<file path="src/rtl/decode_pkg.sv">
// Shared types and constants for the RV32I integer decode stage.
// Holds the ALU op encoding, major opcode values and decode FSM states.
package decode_pkg;

    typedef enum logic [3:0] {
        ADD   = 4'd0,
        SUB   = 4'd1,
        SLL   = 4'd2,
        SLT   = 4'd3,
        SLTU  = 4'd4,
        XOR   = 4'd5,
        SRL   = 4'd6,
        SRA   = 4'd7,
        OR    = 4'd8,
        AND   = 4'd9,
        PASSB = 4'd10
    } alu_op_t;

    typedef enum logic [1:0] {
        IDLE  = 2'd0,
        REGRD = 2'd1,
        ISSUE = 2'd2
    } dec_state_t;

    localparam logic [6:0] OPC_OP    = 7'b0110011;
    localparam logic [6:0] OPC_OPIMM = 7'b0010011;
    localparam logic [6:0] OPC_LUI   = 7'b0110111;
    localparam logic [6:0] OPC_AUIPC = 7'b0010111;

    // funct3 -> op for the funct7==0 encodings shared by OP and OP-IMM.
    function automatic alu_op_t base_op(input logic [2:0] funct3);
        alu_op_t op;
        case (funct3)
            3'd0:    op = ADD;
            3'd1:    op = SLL;
            3'd2:    op = SLT;
            3'd3:    op = SLTU;
            3'd4:    op = XOR;
            3'd5:    op = SRL;
            3'd6:    op = OR;
            default: op = AND;
        endcase
        return op;
    endfunction

endpackage

</file>
<file path="src/rtl/imm_gen.sv">
// Combinational immediate builder: sign-extended I-immediate or U-immediate.
// Only instr[31:12] carries immediate bits for these two formats.
module imm_gen #(
    parameter int D_WIDTH = 32
) (
    input  logic [19:0]        instr_hi_i,
    input  logic               u_type_i,
    output logic [D_WIDTH-1:0] imm_o
);

    logic [31:0] imm32;

    always_comb begin
        if (u_type_i) begin
            imm32 = {instr_hi_i, 12'b0};
        end else begin
            imm32 = {{20{instr_hi_i[19]}}, instr_hi_i[19:8]};
        end
    end

    assign imm_o = D_WIDTH'($signed(imm32));

endmodule

</file>
<file path="src/rtl/instr_decode.sv">
// RV32I decode stage for OP/OP-IMM/LUI/AUIPC: fetch handshake in, register
// file read, then one decoded bundle out to execute. One instruction in flight.
module instr_decode
    import decode_pkg::*;
#(
    parameter int D_WIDTH = 32,
    parameter int REG_AW  = 5
) (
    input  logic               clk,
    input  logic               rst,
    input  logic               instrValid,
    output logic               instrReady,
    input  logic [31:0]        instr,
    input  logic [D_WIDTH-1:0] instrPc,
    output logic [REG_AW-1:0]  rs1,
    output logic [REG_AW-1:0]  rs2,
    output logic               regLd,
    input  logic               regOutputValid,
    input  logic [D_WIDTH-1:0] rs1Dat,
    input  logic [D_WIDTH-1:0] rs2Dat,
    output logic               exValid,
    input  logic               exReady,
    output logic [3:0]         exOp,
    output logic               exUseImm,
    output logic [D_WIDTH-1:0] exImm,
    output logic [D_WIDTH-1:0] exRs1Val,
    output logic [D_WIDTH-1:0] exRs2Val,
    output logic [REG_AW-1:0]  exRd,
    output logic               exRdWr,
    output logic [D_WIDTH-1:0] exPc,
    output logic               illegal,
    output logic [1:0]         dbgState
);

    // Handshakes: a transfer happens on a rising edge where valid && ready.
    // Once exValid rises, every ex* output holds until exReady is seen.

    dec_state_t state_q, state_d;

    logic [6:0] opc;
    logic [2:0] f3;
    logic [6:0] f7;

    assign opc = instr[6:0];
    assign f3  = instr[14:12];
    assign f7  = instr[31:25];

    alu_op_t dec_op;
    logic    dec_legal;
    logic    dec_use_imm;
    logic    dec_rd_regs;
    logic    dec_u_type;
    logic    dec_zero_rs2;

    always_comb begin
        dec_op       = ADD;
        dec_legal    = 1'b0;
        dec_use_imm  = 1'b0;
        dec_rd_regs  = 1'b0;
        dec_u_type   = 1'b0;
        dec_zero_rs2 = 1'b0;
        case (opc)
            OPC_OP: begin
                dec_rd_regs = 1'b1;
                if (f7 == 7'h00) begin
                    dec_legal = 1'b1;
                    dec_op    = base_op(f3);
                end else if (f7 == 7'h20 && f3 == 3'd0) begin
                    dec_legal = 1'b1;
                    dec_op    = SUB;
                end else if (f7 == 7'h20 && f3 == 3'd5) begin
                    dec_legal = 1'b1;
                    dec_op    = SRA;
                end
            end
            OPC_OPIMM: begin
                dec_rd_regs  = 1'b1;
                dec_use_imm  = 1'b1;
                dec_zero_rs2 = 1'b1;
                dec_op       = base_op(f3);
                // Shift-immediates reuse imm[11:5] as a funct7 qualifier.
                case (f3)
                    3'd1:    dec_legal = (f7 == 7'h00);
                    3'd5: begin
                        dec_legal = (f7 == 7'h00) || (f7 == 7'h20);
                        if (f7 == 7'h20) dec_op = SRA;
                    end
                    default: dec_legal = 1'b1;
                endcase
            end
            OPC_LUI: begin
                dec_legal   = 1'b1;
                dec_op      = PASSB;
                dec_use_imm = 1'b1;
                dec_u_type  = 1'b1;
            end
            OPC_AUIPC: begin
                dec_legal   = 1'b1;
                dec_op      = ADD;
                dec_use_imm = 1'b1;
                dec_u_type  = 1'b1;
            end
            default: ;
        endcase
    end

    logic [D_WIDTH-1:0] dec_imm;

    imm_gen #(
        .D_WIDTH(D_WIDTH)
    ) u_imm_gen (
        .instr_hi_i(instr[31:12]),
        .u_type_i  (dec_u_type),
        .imm_o     (dec_imm)
    );

    always_comb begin
        state_d    = state_q;
        instrReady = 1'b0;
        regLd      = 1'b0;
        exValid    = 1'b0;
        case (state_q)
            IDLE: begin
                instrReady = 1'b1;
                if (instrValid && dec_legal) state_d = dec_rd_regs ? REGRD : ISSUE;
            end
            REGRD: begin
                regLd = 1'b1;
                if (regOutputValid) state_d = ISSUE;
            end
            ISSUE: begin
                exValid = 1'b1;
                if (exReady) state_d = IDLE;
            end
            default: state_d = IDLE;
        endcase
    end

    always_ff @(posedge clk) begin
        if (rst) state_q <= IDLE;
        else     state_q <= state_d;
    end

    logic [REG_AW-1:0]  rs1_q, rs2_q, ex_rd_q;
    alu_op_t            ex_op_q;
    logic               ex_use_imm_q, ex_rd_wr_q, illegal_q;
    logic [D_WIDTH-1:0] ex_imm_q, ex_rs1_q, ex_rs2_q, ex_pc_q;

    always_ff @(posedge clk) begin
        if (rst) begin
            rs1_q        <= '0;
            rs2_q        <= '0;
            ex_op_q      <= ADD;
            ex_use_imm_q <= 1'b0;
            ex_imm_q     <= '0;
            ex_rs1_q     <= '0;
            ex_rs2_q     <= '0;
            ex_rd_q      <= '0;
            ex_rd_wr_q   <= 1'b0;
            ex_pc_q      <= '0;
            illegal_q    <= 1'b0;
        end else begin
            illegal_q <= 1'b0;
            case (state_q)
                IDLE: begin
                    if (instrValid && !dec_legal) begin
                        illegal_q <= 1'b1;
                    end else if (instrValid) begin
                        rs1_q        <= dec_u_type ? '0 : REG_AW'(instr[19:15]);
                        rs2_q        <= (dec_u_type || dec_zero_rs2) ? '0 : REG_AW'(instr[24:20]);
                        ex_op_q      <= dec_op;
                        ex_use_imm_q <= dec_use_imm;
                        // Register-register ops carry a zero immediate.
                        ex_imm_q     <= dec_use_imm ? dec_imm : '0;
                        ex_rs1_q     <= (opc == OPC_AUIPC) ? instrPc : '0;
                        ex_rs2_q     <= '0;
                        ex_rd_q      <= REG_AW'(instr[11:7]);
                        ex_rd_wr_q   <= (instr[11:7] != 5'd0);
                        ex_pc_q      <= instrPc;
                    end
                end
                REGRD: begin
                    if (regOutputValid) begin
                        ex_rs1_q <= rs1Dat;
                        ex_rs2_q <= rs2Dat;
                    end
                end
                default: ;
            endcase
        end
    end

    assign rs1      = rs1_q;
    assign rs2      = rs2_q;
    assign exOp     = ex_op_q;
    assign exUseImm = ex_use_imm_q;
    assign exImm    = ex_imm_q;
    assign exRs1Val = ex_rs1_q;
    assign exRs2Val = ex_rs2_q;
    assign exRd     = ex_rd_q;
    assign exRdWr   = ex_rd_wr_q;
    assign exPc     = ex_pc_q;
    assign illegal  = illegal_q;
    assign dbgState = state_q;

endmodule

</file>
<file path="config.mk">
export PLATFORM = sky130hd
export DESIGN_NAME = instr_decode
export DESIGN_NICKNAME = d
export VERILOG_FILES = /design/src/rtl/decode_pkg.sv /design/src/rtl/imm_gen.sv /design/src/rtl/instr_decode.sv
export SDC_FILE = /design/constraint.sdc
export NUM_CORES = 1
export LEC_CHECK = 0
export BUFFER_PORTS_ARGS = -buffer_cell sky130_fd_sc_hd__clkbuf_2
export CORE_ASPECT_RATIO = 0.7
export CORE_MARGIN = 5
export CORE_UTILIZATION = 30
export CTS_CLUSTER_DIAMETER = 120
export CTS_CLUSTER_SIZE = 24
export DETAILED_ROUTE_END_ITERATION = 10
export SYNTH_ARGS = -nofsm -noshare
export SYNTH_HDL_FRONTEND = slang
export SYNTH_HIERARCHICAL = 1
export SYNTH_SLANG_ARGS = --single-unit
</file>
<file path="constraint.sdc">
create_clock -name clk -period 1.7 [get_ports clk]
set_input_delay 0.17 -clock clk [delete_from_list [all_inputs] [get_ports clk]]
set_output_delay 0.17 -clock clk [all_outputs]
set_load 0.02 [all_outputs]
</file>
Word level (Yosys, flattened, before mapping):

Cells that the tools add are included.

* eq/ne operators: 18
* muxes and demuxes: 38
* bitwise gates (word level): 2
* reductions and logical operators: 19

Operators by type and width (number)
* $mux W32: 8
* $pmux W32 S2: 2
* $mux W31: 1
* $pmux W4 S7: 1
* $eq A7 B6 Y1 const B: 3
* $eq A7 B5 Y1 const B: 2
* $mux W4: 3
* $pmux W4 S3: 1
* $mux W1: 11
* $mux W5: 2
* $ne A2 B2 Y1 const B: 5
* $eq A3 B3 Y1 const B: 3
* $mux W2: 4
* $logic_not A7 Y1: 1
* $eq A3 B2 Y1 const B: 2
* $mux W3: 2
* $pmux W2 S3: 1
* $reduce_and A3 Y1: 2
* $reduce_or A2 Y1: 3
* $reduce_bool A5 Y1: 1
* $logic_and A1 B1 Y1: 4
* $reduce_and A4 Y1: 1
* $eq A3 B1 Y1 const B: 1
* $logic_not A3 Y1: 1
* 10 further kinds: 12

* register bits: 152
* input port bits: 133
* output and inout bits: 155
* logic and storage cells: 89

Depth between registers and ports, before layout:

* word-level depth: 10
* depth in mapped cells: 9
* gate-level depth less buffers: 6

Modules after synthesis:

Netlist, hierarchy kept.

By module, submodules not included
* instr_decode: instances 1, cells each 676, area each 6292.3 µm², seq. area each 3042.9 µm²
* imm_gen: instances 1, cells each 37, area each 370.4 µm², seq. area each 0.0 µm²

Least setup slack after synthesis:

Ideal clock, no wire load.

* path kind: register -> register
* start: reg state_q[0] (netlist: dbgState[0])
* end: reg ex_rs1_q[15] (netlist: exRs1Val[15])
* library setup time: 0.086 ns
* arrival time: 1.909 ns
* required time: 1.614 ns
* slack: -0.294 ns
* stages on the path, launching flop included: 9
* path buffers: 3
* clock period less this slack: 1.994 ns
* cells stage by stage: dfxtp_1 > nor2b_1 > clkbuf_1 > and2_1 > clkbuf_1 > a41o_1 > clkbuf_1 > nor3_1 > a211oi_1

* cells in the longest elaborated chain, start to end: 3
* elaborated cells on any way between the ends: 8
* classes of those cells: eq/ne: 4; mux: 1; reduce/logical: 3

Ends and longest elaborated chain
* start: declaration: RTL line instr_decode.sv:38 `dec_state_t state_q, state_d;`
* start signal: assignment: RTL line instr_decode.sv:141 `else state_q <= state_d;`
* $eq A2 B1 Y1 or $logic_not A2 Y1 (tied branches): RTL line instr_decode.sv:164 `case (state_q)`
* $ne A2 B2 Y1 (no source line) or $reduce_bool A2 Y1 (tied branches)
* $reduce_and A4 Y1 (no source line)
* end signal: assignment: RTL line instr_decode.sv:175 `ex_rs1_q <= (opc == OPC_AUIPC) ? instrPc : '0;`
* end signal: assignment: RTL line instr_decode.sv:184 `ex_rs1_q <= rs1Dat;`
* end: declaration: RTL line instr_decode.sv:147 `logic [D_WIDTH-1:0] ex_imm_q, ex_rs1_q, ex_rs2_q, ex_pc_q;`

Several ways; a longest one is shown, not always the timed one.
A chain may end at the register's enable or synchronous reset.

Final worst setup path:

* start: in instr[27]
* end: reg ex_rs1_q[13] (netlist: exRs1Val[13])

* cells in the longest elaborated chain, start to end: 10
* elaborated cells on any way between the ends: 14
* classes of those cells: eq/ne: 2; mux: 5; reduce/logical: 7

Ends and longest elaborated chain
* start: declaration: RTL line instr_decode.sv:13 `input logic [31:0] instr,`
* $eq A7 B6 Y1: RTL line instr_decode.sv:68, instr_decode.sv:71, instr_decode.sv:85
* $logic_and A1 B1 Y1: RTL line instr_decode.sv:71 `end else if (f7 == 7'h20 && f3 == 3'd5) begin`
* $mux W1: RTL line instr_decode.sv:71
* $mux W1: RTL line instr_decode.sv:68 `end else if (f7 == 7'h20 && f3 == 3'd0) begin`
* $mux W1: RTL line instr_decode.sv:65 `if (f7 == 7'h00) begin`
* $pmux W1 S3 (*): RTL line instr_decode.sv:62 `case (opc)`
* $logic_not A1 Y1 (*): RTL line instr_decode.sv:166 `if (instrValid && !dec_legal) begin`
* $logic_and A1 B1 Y1 (*): RTL line instr_decode.sv:166
* $ne A2 B2 Y1 (no source line) (*)
* $reduce_and A4 Y1 (no source line) (*)

Every way passes the cells marked *; elsewhere a longest branch is shown, timed or not.

==> metrics.txt <==
status finished, final reports clean; DP Wirelength 17.0 mm; Root Buffer clkbuf_16; Tmin final 1.65 ns; synth warn 6; first-pass GRT wire length 37.4 mm; Total Die Area 25300 µm²; post-synth top area cell dfxtp_1; most frequent CP cell buf_4; Pwr Total 8.10 mW; final setup fails 0; Antenna Nets Post-Route 0; drt total wl 24.8 mm; DRT Pass-1 Iters 7; global route overflow 0; global-route usage over all layers 18.3%; Yosys cell types 54; kind of critical path in2reg; post-DR wirelength/cell 18.2 µm; total leakage power 4.28 nW; initial antenna violation count 0; top-area cell type share of the netlist area 45.7%; post-route insts no fill 1361; Via density 5.10; post-synthesis cell area 6660 µm²; Crit-path slowest cell a311oi_4; most common cell after layout, fill and taps aside clkbuf_2; VDD IR-drop max 0.000591 V; I/O pins 288; core area 21800 µm²; synth top area cells dfxtp_1 46%, mux2i_1 7.8%, nand2_1 5.5%; Post-Syn Area per Cell 9.34 µm²; GPL Wtd Cong 0.817; register bit total from synthesis 152; nets@finish 1199; Detail Route met3 WL 2.20 mm; Power per Cell Area 801 nW/µm²; CTS sink cnt 152; Core Util, Final 46.4%; DRC viols 0; Clock transition at path regs 0.06 ns; Worst Hold Margin 0.0223 ns; Rel. slew slack 54.2%; fill count 2081; unrepaired setup endpoints after global routing true; WP data arrival 1.97 ns; Site Rows 45; Die W 188 µm; Final period util 96.9%; Skew-Pair Late Insertion Delay 0.42 ns; Die Height 135 µm; # diodes 0; port bufs 287; largest net degree at the start of global routing 65; clk_skew 0.00709 ns; Slew @ Worst Pin 0.681 ns; Starting Density 30.6%; final slew viol count 0; vias in the first global route 6689; total instance count after detailed placement 1263; CTS tree done; CP max FO 8; DR iter-0 viols 315; critical path, cell by cell buf_4 > nor4_4 > o211ai_1 > buf_4 > a311oi_4 > buf_6 > clkbuf_16 > nor3_1 > a211oi_1; Num CTS Buffers 17; Syn Inst Count 713; Fin. Hold Viols 0; Worst Path Required 2.03 ns; M1 WL 11.3 mm; post-synthesis sequential area ratio 45.7%; most frequent cells in the layout 284 x clkbuf_2, 150 x dfxtp_1, 96 x nand2_1, 56 x dlygate4sd3_1, 52 x mux2i_1; met2 WL 11.0 mm; layout cells sized above 1 40.3%; max-cap violations 0; clk buf depth 2; CP endpoint kind flop; syn nets 846; worst hold path type in2reg; Synth-to-Final Area Change 51.8%; CP Launch Type primary input; Critical Path Max Stage Delay 0.32 ns; via count 6938; H-tree depth 4; Top Metal Used met4; Max Freq 0.607 GHz
-- where the power goes --
part | total [mW] | internal, mW | switching (mW) | leakage (nW)
clock | 3.82 | 2.28 | 1.54 | 0.286
combinational | 0.693 | 0.346 | 0.347 | 2.77
sequential | 3.59 | 3.58 | 0.00964 | 1.23
-- Yosys cell counts, drive strengths merged --
cell / number
a211o: 2
a211oi: 33
a21o: 1
a21oi: 34
a221o: 1
a22oi: 32
a311o: 1
a311oi: 1
a31o: 1
a31oi: 2
a32o: 32
a41o: 1
a41oi: 1
and2: 2
and3: 2
and3b: 1
buf: 27
clkbuf: 52
dfxtp: 152
inv: 8
mux2: 20
mux2i: 52
nand2: 98
nand2b: 3
nand3: 38
nand4: 34
nand4b: 1
nor2: 7
nor2b: 14
nor3: 36
nor3b: 2
nor4: 3
o2111a: 1
o2111ai: 1
o211ai: 3
o21a: 1
o21ai: 4
o221ai: 1
o31ai: 1
o41ai: 1
or2: 3
or4: 2
xor2: 1
-- what timing repair did --
action                     in CTS  in global routing
pin swaps                       0                 14
hold buffers                   56                  0
cloned                          0                  4
resized for setup               1                 20
setup endpoints to repair       1                 75
setup buffers                   1                  5
hold endpoints to repair       56                  0
-- path summary, 6_finish.rpt --
| check | startpoint | end | slack [ns] | cells after the start |
|---|---|---|---|---|
| setup / recovery | instr[27] | exRs1Val[13] | 0.05 | 9 |
| hold / removal | instrPc[3] | exPc[3] | 0.02 | 3 |
| setup reg to reg | dbgState[1] | exRs1Val[13] | 0.07 | 8 |
| hold reg to reg | exPc[8] | exPc[8] | 0.46 | 2 |
-- metal layers --
metal | vias up | track usage [%]
li1 | 3350 | -
met1 | 3289 | 24.4
met2 | 282 | 28.4
met3 | 17 | 6.59
met4 | 0 | 4.52
met5 | - | 0
-- final cells by class --
| type | count | area, µm² | area share, % |
|---|---|---|---|
| repair buffers | 413 | 2770 | 27.4 |
| multi-input cells | 474 | 3320 | 32.8 |
| clock inverters | 11 | 120 | 1.19 |
| clock buffers | 21 | 470 | 4.65 |
| inverters | 8 | 36.3 | 0.359 |
| flip-flops and latches | 152 | 3050 | 30.1 |
| well taps | 282 | 353 | 3.49 |
-- registers in the layout, summed over array words and instances, names as in the netlist --
name      flops
rs2           5
exRs1Val     32
exPc         32
illegal       1
exImm        32
dbgState      2
exRdWr        1
rs1           5
exUseImm      1
exRs2Val     32
exRd          5
exOp          4
-- per-stage QoR --
step                cell area (µm²)  setup WS, ns  TNS (ns)
floorplan                      6740        -0.191    -14.19
global placement               8760        -0.361    -40.56
detailed placement             8760        -0.427    -44.53
CTS                            9930        0.0162         0
global route                  10100       -0.0265    -0.312
finish                        10100        0.0534         0
-- worst max-delay path: cells and delay by family --
kind | cells | cell delay, ns
compound gates | 3 | 0.78
buf+inv | 4 | 0.68
simple gates | 2 | 0.34
-- cells by family after synthesis --
group | after synthesis | synth area share (%)
AND/OR/NAND/NOR | 246 | 18.6
AO/OA/AOI/OAI | 155 | 17.8
flip-flops | 152 | 45.7
buffers and inverters | 87 | 6.08
multiplexers | 72 | 11.8
XOR/XNOR | 1 | 0.131
Note: power is estimated with default switching activity, not from simulation.
